File: config.mk
export PLATFORM = sky130hd
export DESIGN_NAME = alu_exec_stage
export DESIGN_NICKNAME = d
export VERILOG_FILES = /design/src/rtl/alu_exec_stage.sv
export SDC_FILE = /design/constraint.sdc
export NUM_CORES = 1
export LEC_CHECK = 0
export CAP_MARGIN = 20
export CORE_AREA = 2 2 97 99
export DETAILED_ROUTE_END_ITERATION = 10
export DIE_AREA = 0 0 99 101
export GPL_ROUTABILITY_DRIVEN = 0
export GPL_TIMING_DRIVEN = 0
export PLACE_DENSITY = 0.76
export RECOVER_POWER = 100
export SLEW_MARGIN = 20
export SYNTH_ARGS = -nofsm -noshare
export SYNTH_HDL_FRONTEND = slang
export SYNTH_SLANG_ARGS = --single-unit
File: constraint.sdc
create_clock -name clk -period 2.4 [get_ports clk]
set_input_delay 0.36 -clock clk [delete_from_list [all_inputs] [get_ports clk]]
set_output_delay 0.36 -clock clk [all_outputs]
set_load 0.05 [all_outputs]
File: src/rtl/alu_exec_stage.sv
// 8-bit ALU execute stage writing one register-file result per retired op; latency 1 cycle, MUL 9 cycles.
// Backpressure: issue_ready drops only while the shift-add multiplier iterates; WB accepts back-to-back.
module alu_exec_stage #(
    parameter int MUL_EN = 1
) (
    input  logic       clk,
    input  logic       reset,
    input  logic       issue_valid,
    output logic       issue_ready,
    input  logic [2:0] opcode,
    input  logic [1:0] rd_addr,
    input  logic [7:0] rs1_data,
    input  logic [7:0] rs2_data,
    output logic       reg_wr_en,
    output logic [1:0] wr_addr,
    output logic [7:0] wr_data,
    output logic       zero_flag,
    output logic       carry_flag,
    output logic       illegal_op
);

    typedef enum logic [1:0] {IDLE, MUL, WB} state_t;

    state_t      state_q, state_d;
    logic [1:0]  rd_q, rd_d;
    logic        illegal_q, illegal_d;
    logic        carry_pend_q, carry_pend_d;
    logic [15:0] mcand_q, mcand_d;
    logic [7:0]  mplier_q, mplier_d;
    logic [15:0] prod_q, prod_d;
    logic [2:0]  cnt_q, cnt_d;
    logic [1:0]  wr_addr_q, wr_addr_d;
    logic [7:0]  wr_data_q, wr_data_d;
    logic        zero_q, zero_d;
    logic        carry_q, carry_d;

    logic        accept;
    logic        is_mul_op;
    logic        op_illegal;
    logic [8:0]  sum9;
    logic [7:0]  alu_res;
    logic        alu_carry;
    logic [15:0] prod_step;

    assign issue_ready = (state_q != MUL);
    assign accept      = issue_valid && issue_ready;
    assign is_mul_op   = (opcode == 3'b110) && (MUL_EN != 0);
    assign op_illegal  = (opcode == 3'b111) || ((opcode == 3'b110) && (MUL_EN == 0));
    assign sum9        = {1'b0, rs1_data} + {1'b0, rs2_data};
    assign prod_step   = mplier_q[0] ? (prod_q + mcand_q) : prod_q;

    always_comb begin
        alu_res   = 8'h00;
        alu_carry = 1'b0;
        case (opcode)
            3'b000: begin
                alu_res   = sum9[7:0];
                alu_carry = sum9[8];
            end
            3'b001: begin
                alu_res   = rs1_data - rs2_data;
                alu_carry = (rs1_data < rs2_data);
            end
            3'b010: alu_res = rs1_data & rs2_data;
            3'b011: alu_res = rs1_data | rs2_data;
            3'b100: alu_res = rs1_data ^ rs2_data;
            3'b101: begin
                alu_res   = {rs1_data[6:0], 1'b0};
                alu_carry = rs1_data[7];
            end
            default: begin
                alu_res   = 8'h00;
                alu_carry = 1'b0;
            end
        endcase
    end

    always_comb begin
        state_d      = state_q;
        rd_d         = rd_q;
        illegal_d    = illegal_q;
        carry_pend_d = carry_pend_q;
        mcand_d      = mcand_q;
        mplier_d     = mplier_q;
        prod_d       = prod_q;
        cnt_d        = cnt_q;
        wr_addr_d    = wr_addr_q;
        wr_data_d    = wr_data_q;
        zero_d       = zero_q;
        carry_d      = carry_q;

        case (state_q)
            MUL: begin
                prod_d   = prod_step;
                mcand_d  = {mcand_q[14:0], 1'b0};
                mplier_d = {1'b0, mplier_q[7:1]};
                cnt_d    = cnt_q + 3'd1;
                if (cnt_q == 3'd7) begin
                    state_d      = WB;
                    illegal_d    = 1'b0;
                    wr_addr_d    = rd_q;
                    wr_data_d    = prod_step[7:0];
                    carry_pend_d = (prod_step[15:8] != 8'h00);
                end
            end
            default: begin
                // Flags commit at the end of a legal WB cycle, from the value being written.
                if (state_q == WB) begin
                    state_d = IDLE;
                    if (!illegal_q) begin
                        zero_d  = (wr_data_q == 8'h00);
                        carry_d = carry_pend_q;
                    end
                end
                if (accept) begin
                    if (is_mul_op) begin
                        state_d  = MUL;
                        rd_d     = rd_addr;
                        mcand_d  = {8'h00, rs1_data};
                        mplier_d = rs2_data;
                        prod_d   = 16'h0000;
                        cnt_d    = 3'd0;
                    end else begin
                        state_d   = WB;
                        illegal_d = op_illegal;
                        if (!op_illegal) begin
                            wr_addr_d    = rd_addr;
                            wr_data_d    = alu_res;
                            carry_pend_d = alu_carry;
                        end
                    end
                end
            end
        endcase
    end

    always_ff @(posedge clk or negedge reset) begin
        if (!reset) begin
            state_q      <= IDLE;
            rd_q         <= 2'd0;
            illegal_q    <= 1'b0;
            carry_pend_q <= 1'b0;
            mcand_q      <= 16'h0000;
            mplier_q     <= 8'h00;
            prod_q       <= 16'h0000;
            cnt_q        <= 3'd0;
            wr_addr_q    <= 2'd0;
            wr_data_q    <= 8'h00;
            zero_q       <= 1'b0;
            carry_q      <= 1'b0;
        end else begin
            state_q      <= state_d;
            rd_q         <= rd_d;
            illegal_q    <= illegal_d;
            carry_pend_q <= carry_pend_d;
            mcand_q      <= mcand_d;
            mplier_q     <= mplier_d;
            prod_q       <= prod_d;
            cnt_q        <= cnt_d;
            wr_addr_q    <= wr_addr_d;
            wr_data_q    <= wr_data_d;
            zero_q       <= zero_d;
            carry_q      <= carry_d;
        end
    end

    assign reg_wr_en  = (state_q == WB) && !illegal_q;
    assign illegal_op = (state_q == WB) && illegal_q;
    assign wr_addr    = wr_addr_q;
    assign wr_data    = wr_data_q;
    assign zero_flag  = zero_q;
    assign carry_flag = carry_q;

endmodule

==> results of run 1 <==
-- path summary, 6_finish.rpt --
path	startpoint	endpoint	cells after the start
max	mcand_q[4]$_DFFE_PN0P_	carry_pend_q$_DFFE_PN0P_	11
min	rs1_data[0]	mcand_q[0]$_DFFE_PN0P_	3
max reg2reg	mcand_q[4]$_DFFE_PN0P_	carry_pend_q$_DFFE_PN0P_	11
min reg2reg	mplier_q[6]$_DFFE_PN0P_	mplier_q[5]$_DFFE_PN0P_	2
max in group asynchronous	reset	prod_q[8]$_DFFE_PN0P_	3
min in group asynchronous	reset	mcand_q[15]$_DFFE_PN0P_	2
-- final cells by class --
type,instances,area (um^2),area share (%)
multi-input combinational,435,3170,54.7
sequential,61,1530,26.4
timing repair buffer,60,541,9.32
tap,111,139,2.40
clock buffer,10,138,2.37
inverter,34,128,2.20
buffer,25,109,1.88
clock inverter,6,45.0,0.777
-- stage by stage --
stage	hold slack (ns)	power [uW]	cells
2_1_floorplan	0.0644	3690	557
3_3_place_gp	0.465	4300	704
3_5_place_dp	0.251	4400	705
4_1_cts	0.392	5550	737
5_1_grt	0.401	6230	742
6_report	0.403	5870	742
-- cell families (layout without fill, tap and decap cells) --
family | Yosys count | in the layout | synth area share, %
and+or+nand+nor | 169 | 169 | 16.3
adders and majority gates | 44 | 44 | 12.3
muxes | 21 | 21 | 4.73
DFF | 61 | 61 | 32.8
buffers and inverters | 61 | 135 | 5.19
AOI/OAI and AO/OA | 183 | 183 | 25.3
xor gates and xnor gates | 18 | 18 | 3.39
-- metal layers --
layer	part of all wire [%]	vias to the layer above	GRT usage [%]
li1	-	2119	-
met1	42	2249	36.2
met2	48	210	46.5
met3	6.5	36	4.16
met4	2.8	0	12.3
met5	0	-	0
-- sequential cells by signal, summed over array words and instances, names as in the netlist --
register and cells:
mcand_q 16, prod_q 16, mplier_q 8, wr_data 8, cnt_q 3, rd_q 2
state_q 2, wr_addr 2, carry_flag 1, carry_pend_q 1, illegal_q 1, zero_flag 1
-- where the power goes --
group	total [uW]	internal, uW	switching [uW]
clock	889	412	478
combinational	3190	1380	1810
sequential	1790	1420	371
-- cells in the mapped netlist (4+ instances only) --
| cell type | instances |
|---|---|
| clkbuf_1 | 22 |
| a21o_1 | 14 |
| inv_1 | 32 |
| nand3_1 | 7 |
| a221oi_1 | 4 |
| a211oi_1 | 5 |
| dfrtp_1 | 61 |
| o21ai_0 | 46 |
| nor3b_1 | 4 |
| xnor2_1 | 13 |
| mux2_2 | 4 |
| ha_1 | 41 |
| a31oi_1 | 11 |
| nor2_1 | 59 |
| xor2_1 | 5 |
| nand2_1 | 65 |
| mux2i_1 | 16 |
| a21oi_1 | 62 |
| nor2b_1 | 6 |
| nor3_1 | 4 |
-- timing repair --
action / CTS / global route
gates resized for setup: 51 / 32
hold endpoints to repair: 15 / 0
pin swaps: 16 / 19
setup endpoints to repair: 13 / 18
hold buffers: 1 / 0
setup buffers: 16 / 6
-- worst reg2reg max path: cells and delay by family, from the launching register on --
| kind | cells | cell delay, ns |
|---|---|---|
| compound gates | 3 | 0.64 |
| xor+xnor | 1 | 0.14 |
| fa+ha+maj | 1 | 0.31 |
| buf+inv | 2 | 0.29 |
| flops | 1 | 0.44 |
| mux | 1 | 0.21 |
| simple gates | 3 | 0.45 |
==> reports/metrics.yaml, run 1 <==
floorplanning:
  die_h_um: 101
  start_util_pct: 51.9
  die_width_um: 99
  io_pins: 39
  std_cell_rows: 35
  core-area_mm2: 0.00898
  die_area_mm2: 0.0100
setup_path:
  timing.critical_path.buf_inv: 2
  path_cells: "ha_4 > nand2_4 > o31ai_4 > a31oi_4 > buf_4 > buf_4 > xnor2_1 > mux2i_1 > nand4_1 > nor4_4 > a41oi_2"
  end_kind: "flip-flop"
  r2r_slack_ns: -0.19
  cp.arrival_ns: 2.83
  critPathTopFamily: "compound AO/OA/AOI/OAI gates"
  cp-start-kind: "flip-flop"
  crit_type: "reg2reg"
  slowest_delay_ns: 0.44
  critPathMostFrequentCell: "buf_4"
  cp_slowest_cell: "dfrtp_2"
  crit_path_max_fanout: 4
  crit_required_ns: 2.64
timing:
  finalSetupTns_ns: -0.194
  setup_ws_ns: -0.194
  finalHoldViolCount: 0
  rsz0062_at_grt: "true"
  report.final.slew_viol_count: 0
  max_freq_mhz: 385
  skew_ns: 0.0177
  setup_viol: 1
  worst_pin_slew_ns: 0.889
  fin_crit_sh_pct: 108
  slew_headroom_pct: 40.8
  layout_min_cycle_time_ns: 2.59
detailed_routing:
  wl_per_cell_um: 18.5
  drt_iter0_markers: 300
  routed_wl_mm: 13.7
  dr_total_vias: 4614
  route.detailed.drc: 0
  final_antenna_net_count: 0
  viasPerCell: 6.22
  dr.pass1.iters: 5
yosys:
  yosysSeqAreaShare_pct: 32.8
  avgSynthCellArea_um2: 8.36
  yosysTopAreaCellShare_pct: 32.8
  yosysWarningCount: 0
  synth.net_count: 625
  syn-cell-area_mm2: 0.00466
  yosys.area.top_type: "dfrtp_1"
  postSynthCellCount: 557
  synth_ff_type: "dfrtp_1"
  synth.distinct_cells: 70
  async_flop_share_pct: 100
  synth-edff-count: 0
  synth_area_leaders: "dfrtp_1 33%, ha_1 11%, a21oi_1 6.7%, nand2_1 5.2%, o21ai_0 4.9%"
  synth_seq_cells: 61
hold_path:
  hold_path_class: "in2reg"
grt:
  grt_start_max_net_pins: 47
  grt_pass1_vias: 4498
  grt_first_pass_wirelength_mm: 22.2
  antenna_found_initial: 0
  grt-ovfl-total: 0
  grt_usage_pct: 27.9
layout:
  area_delta_synth_final_pct: 24.5
  nets: 694
  final_core_util_pct: 64.6
  final_cell_mix: "65 x nand2_1, 60 x dfrtp_1, 57 x nor2_1, 51 x a21oi_1, 40 x o21ai_0"
  layout-drive-gt1-share_pct: 17.6
  fillers: 708
  layout_commonest_cell: "nand2_1"
  antenna_cells: 0
  postLayoutCellArea_mm2: 0.00580
clock_network:
  cts.sinks: 61
  cts-buffers-inserted: 9
  htree_levels: 3
  insertion_delay_ns: 0.37
  path_clk_slew_ns: 0.09
  cts_root_buf: "clkbuf_8"
  cts_max_path_buffers: 2
  cts_tree: "built"
power_and_ir_drop:
  p_leak_uw: 0.00259
  max-vdd-ir-drop_uv: 734
  p_per_area_mw_per_mm2: 1010
place:
  hpwl_mm: 9.62
  place_ws_ns: -0.835
  place_area_mm2: 0.00518
  port_buffers: 36
run_status:
  status: "finished, violations left"
  failed_checks: "setup timing"
flow_run:
  cap_viol_max_count: 0
(Power assumes the default switching activity.)
==> inputs of run 2 (changes only) <==
- ABC_CLOCK_PERIOD_IN_PS: default -> 2400
- GPL_ROUTABILITY_DRIVEN: 0 -> default
==> run 2 against run 1 <==
  * The run still ends with setup timing left
  * Global-route usage is 0.76 points lower
  * Worst hold slack gained 0.053 ns
  * Power shrank 0.66%
  * Clock skew increased by 0.0015 ns
  * Utilization decreased by 1.2 points
  * Die area stayed put
  * Critical endpoint unchanged
==> reports/metrics.yaml, run 2 (synthesized netlist as in run 1, its figures left out) <==
power_and_ir_drop:
  p_seq_share_pct: 31.1  # +0.6 points
  p_int_uw: 3300  # +2.9%
  p_leak_uw: 0.00254  # -1.9%
  max-vdd-ir-drop_uv: 523  # -29%
  p_sw_share_pct: 43.3  # -2.0 points
  p_per_area_mw_per_mm2: 1020  # +1.2%
  p_total_uw: 5830  # -0.66%
  pwr-share-clk_pct: 18.5  # +3.3 points
  comb_power_share_pct: 50.4  # -3.9 points
  p_sw_uw: 2530  # -5.0%
timing:
  report.final.slew_viol_count: 0  # unchanged
  max_freq_mhz: 391  # +1.5%
  fin_crit_sh_pct: 107  # -1.6 points
  setup_viol: 1  # unchanged
  slew_headroom_pct: 38.0  # -2.7 points
  finalSetupTns_ns: -0.156  # +0.0379 ns
  layout_min_cycle_time_ns: 2.56  # -0.0379 ns
  finalHoldViolCount: 0  # unchanged
  worst_pin_slew_ns: 0.930  # +0.0409 ns
  skew_ns: 0.0192  # +0.00149 ns
  setup_ws_ns: -0.156  # +0.0379 ns
  rsz0062_at_grt: "true"
floorplanning:
  die_width_um: 99  # unchanged
  start_util_pct: 51.9  # unchanged
  core-area_mm2: 0.00898  # unchanged
  io_pins: 39  # unchanged
  die_area_mm2: 0.0100  # unchanged
  std_cell_rows: 35  # unchanged
  die_h_um: 101  # unchanged
grt:
  grt_use_met1_pct: 35.6  # -0.54 points
  grt_usage_pct: 27.2  # -0.76 points
  grt_busiest_layer: "met2"
  grt_pass1_vias: 4310  # -4.2%
  grtUsageMet2_pct: 45.7  # -0.78 points
  grt_first_pass_wirelength_mm: 21.5  # -3.0%
  antenna_found_initial: 0  # unchanged
  use_met3_pct: 4.44  # +0.28 points
  grt_start_max_net_pins: 46  # -2.1%
  grt-ovfl-total: 0  # unchanged
place:
  place_ws_ns: -0.863  # -0.0278 ns
  hpwl_mm: 9.67  # +0.59%
  port_buffers: 36  # unchanged
  placedCellCount: 705  # unchanged
  place_congestion: 0.936
clock_network:
  cts-buffers-inserted: 9  # unchanged
  cts.sinks: 61  # unchanged
  path_clk_slew_ns: 0.07  # -0.02 ns
  cts_tree: "built"
  insertion_delay_ns: 0.35  # -0.02 ns
  cts_root_buf: "clkbuf_8"
  htree_levels: 3  # unchanged
  cts_max_path_buffers: 2  # unchanged
detailed_routing:
  route.detailed.drc: 0  # unchanged
  routed_wl_mm: 13.5  # -1.3%
  dr.pass1.iters: 5  # unchanged
  wl_per_cell_um: 18.6  # +0.58%
  drt_iter0_markers: 454  # +51%
  dr_total_vias: 4459  # -3.4%
  final_antenna_net_count: 0  # unchanged
  viasPerCell: 6.13  # -1.5%
setup_path:
  cp-start-kind: "flip-flop"
  crit_path_max_fanout: 4  # unchanged
  cp_slowest_cell: "dfrtp_2"
  end_kind: "flip-flop"
  cp.arrival_ns: 2.76  # -0.07 ns
  crit_required_ns: 2.61  # -0.03 ns
  crit_type: "reg2reg"
  path_cells: "ha_4 > nand2_2 > o31ai_4 > a31oi_4 > o221ai_2 > xor2_1 > mux2_4 > nor4_2 > a41oi_1"
  slowest_delay_ns: 0.45  # about the same
run_status:
  status: "finished, violations left"
  failed_checks: "setup timing"
layout:
  seq_area_mm2: 0.00153  # about the same
  area_delta_synth_final_pct: 22.2
  largestRegisters: "mcand_q x16, prod_q x16"
  multiInputGateArea_mm2: 0.00312  # -1.6%
  final_core_util_pct: 63.4  # -1.2 points
  antenna_cells: 0  # unchanged
  fillers: 727  # +2.7%
  nets: 681  # -1.9%
  layout-drive-gt1-share_pct: 14.3  # -3.3 points
  final_cell_mix: "65 x nand2_1, 59 x dfrtp_1, 58 x nor2_1, 55 x a21oi_1, 44 x o21ai_0"
  instances_no_fill: 728  # -1.9%
  layout_commonest_cell: "nand2_1"
flow_run:
  cap_viol_max_count: 0  # unchanged
hold_path:
  hold_path_class: "in2reg"
-- run 2: final timing paths --
path / slack [ns] / end / start / cells past startpoint
max: -0.16 / carry_pend_q$_DFFE_PN0P_ / mcand_q[4]$_DFFE_PN0P_ / 9
min: 0.46 / mcand_q[0]$_DFFE_PN0P_ / rs1_data[0] / 3
max reg2reg: -0.16 / carry_pend_q$_DFFE_PN0P_ / mcand_q[4]$_DFFE_PN0P_ / 9
min reg2reg: 0.49 / mplier_q[6]$_DFFE_PN0P_ / mplier_q[7]$_DFFE_PN0P_ / 2
max in group asynchronous: 0.48 / mplier_q[7]$_DFFE_PN0P_ / reset / 3
min in group asynchronous: 0.67 / mcand_q[13]$_DFFE_PN0P_ / reset / 2
-- run 2: metrics by stage --
stage | hold slack, ns | instance area (um^2)
after floorplan | 0.0644 | 4660
after global placement | 0.467 | 5150
after detailed placement | 0.252 | 5180
after CTS | 0.417 | 5510
after global routing | 0.466 | 5690
final | 0.457 | 5690
-- run 2: final cells by class --
cell class	count	area share, %
Buffer	25	1.94
Timing Repair Buffer	47	7.70
Tap cell	111	2.44
Multi-Input combinational cell	435	54.8
Sequential cell	61	26.9
Clock inverter	3	1.21
Clock buffer	12	2.73
Inverter	34	2.27
-- run 2: timing repair --
action	CTS	global route
endpoints found under the setup margin	11	19
setup buffers	0	9
gates resized for setup	29	39
hold buffers	1	0
endpoints found under the hold margin	16	0
pin swaps	4	13
-- run 2: critical path, delay by kind of cell (launching register included) --
family / cells / cell delay, ns
mux: 1 / 0.29
simple gates: 2 / 0.38
fa+ha+maj: 1 / 0.32
flops: 1 / 0.45
compound gates: 4 / 0.89
xor+xnor: 1 / 0.09
-- run 2: power by group through the flow --
stage | logic [uW] | clock network (uW) | registers [uW]
floorplan | 1830 | 0 | 1860
global placement | 2560 | 0 | 1760
detailed placement | 2630 | 0 | 1780
CTS | 2740 | 1070 | 1780
global route | 3210 | 1120 | 1860
finish | 2940 | 1080 | 1810
-- run 2: routing by layer --
layer | part of all wire [%] | vias up | wire length [um]
li1 | - | 2088 | -
met1 | 43 | 2177 | 5860
met2 | 49 | 165 | 6580
met3 | 5.6 | 29 | 761
met4 | 2.4 | 0 | 327
met5 | 0 | - | 0
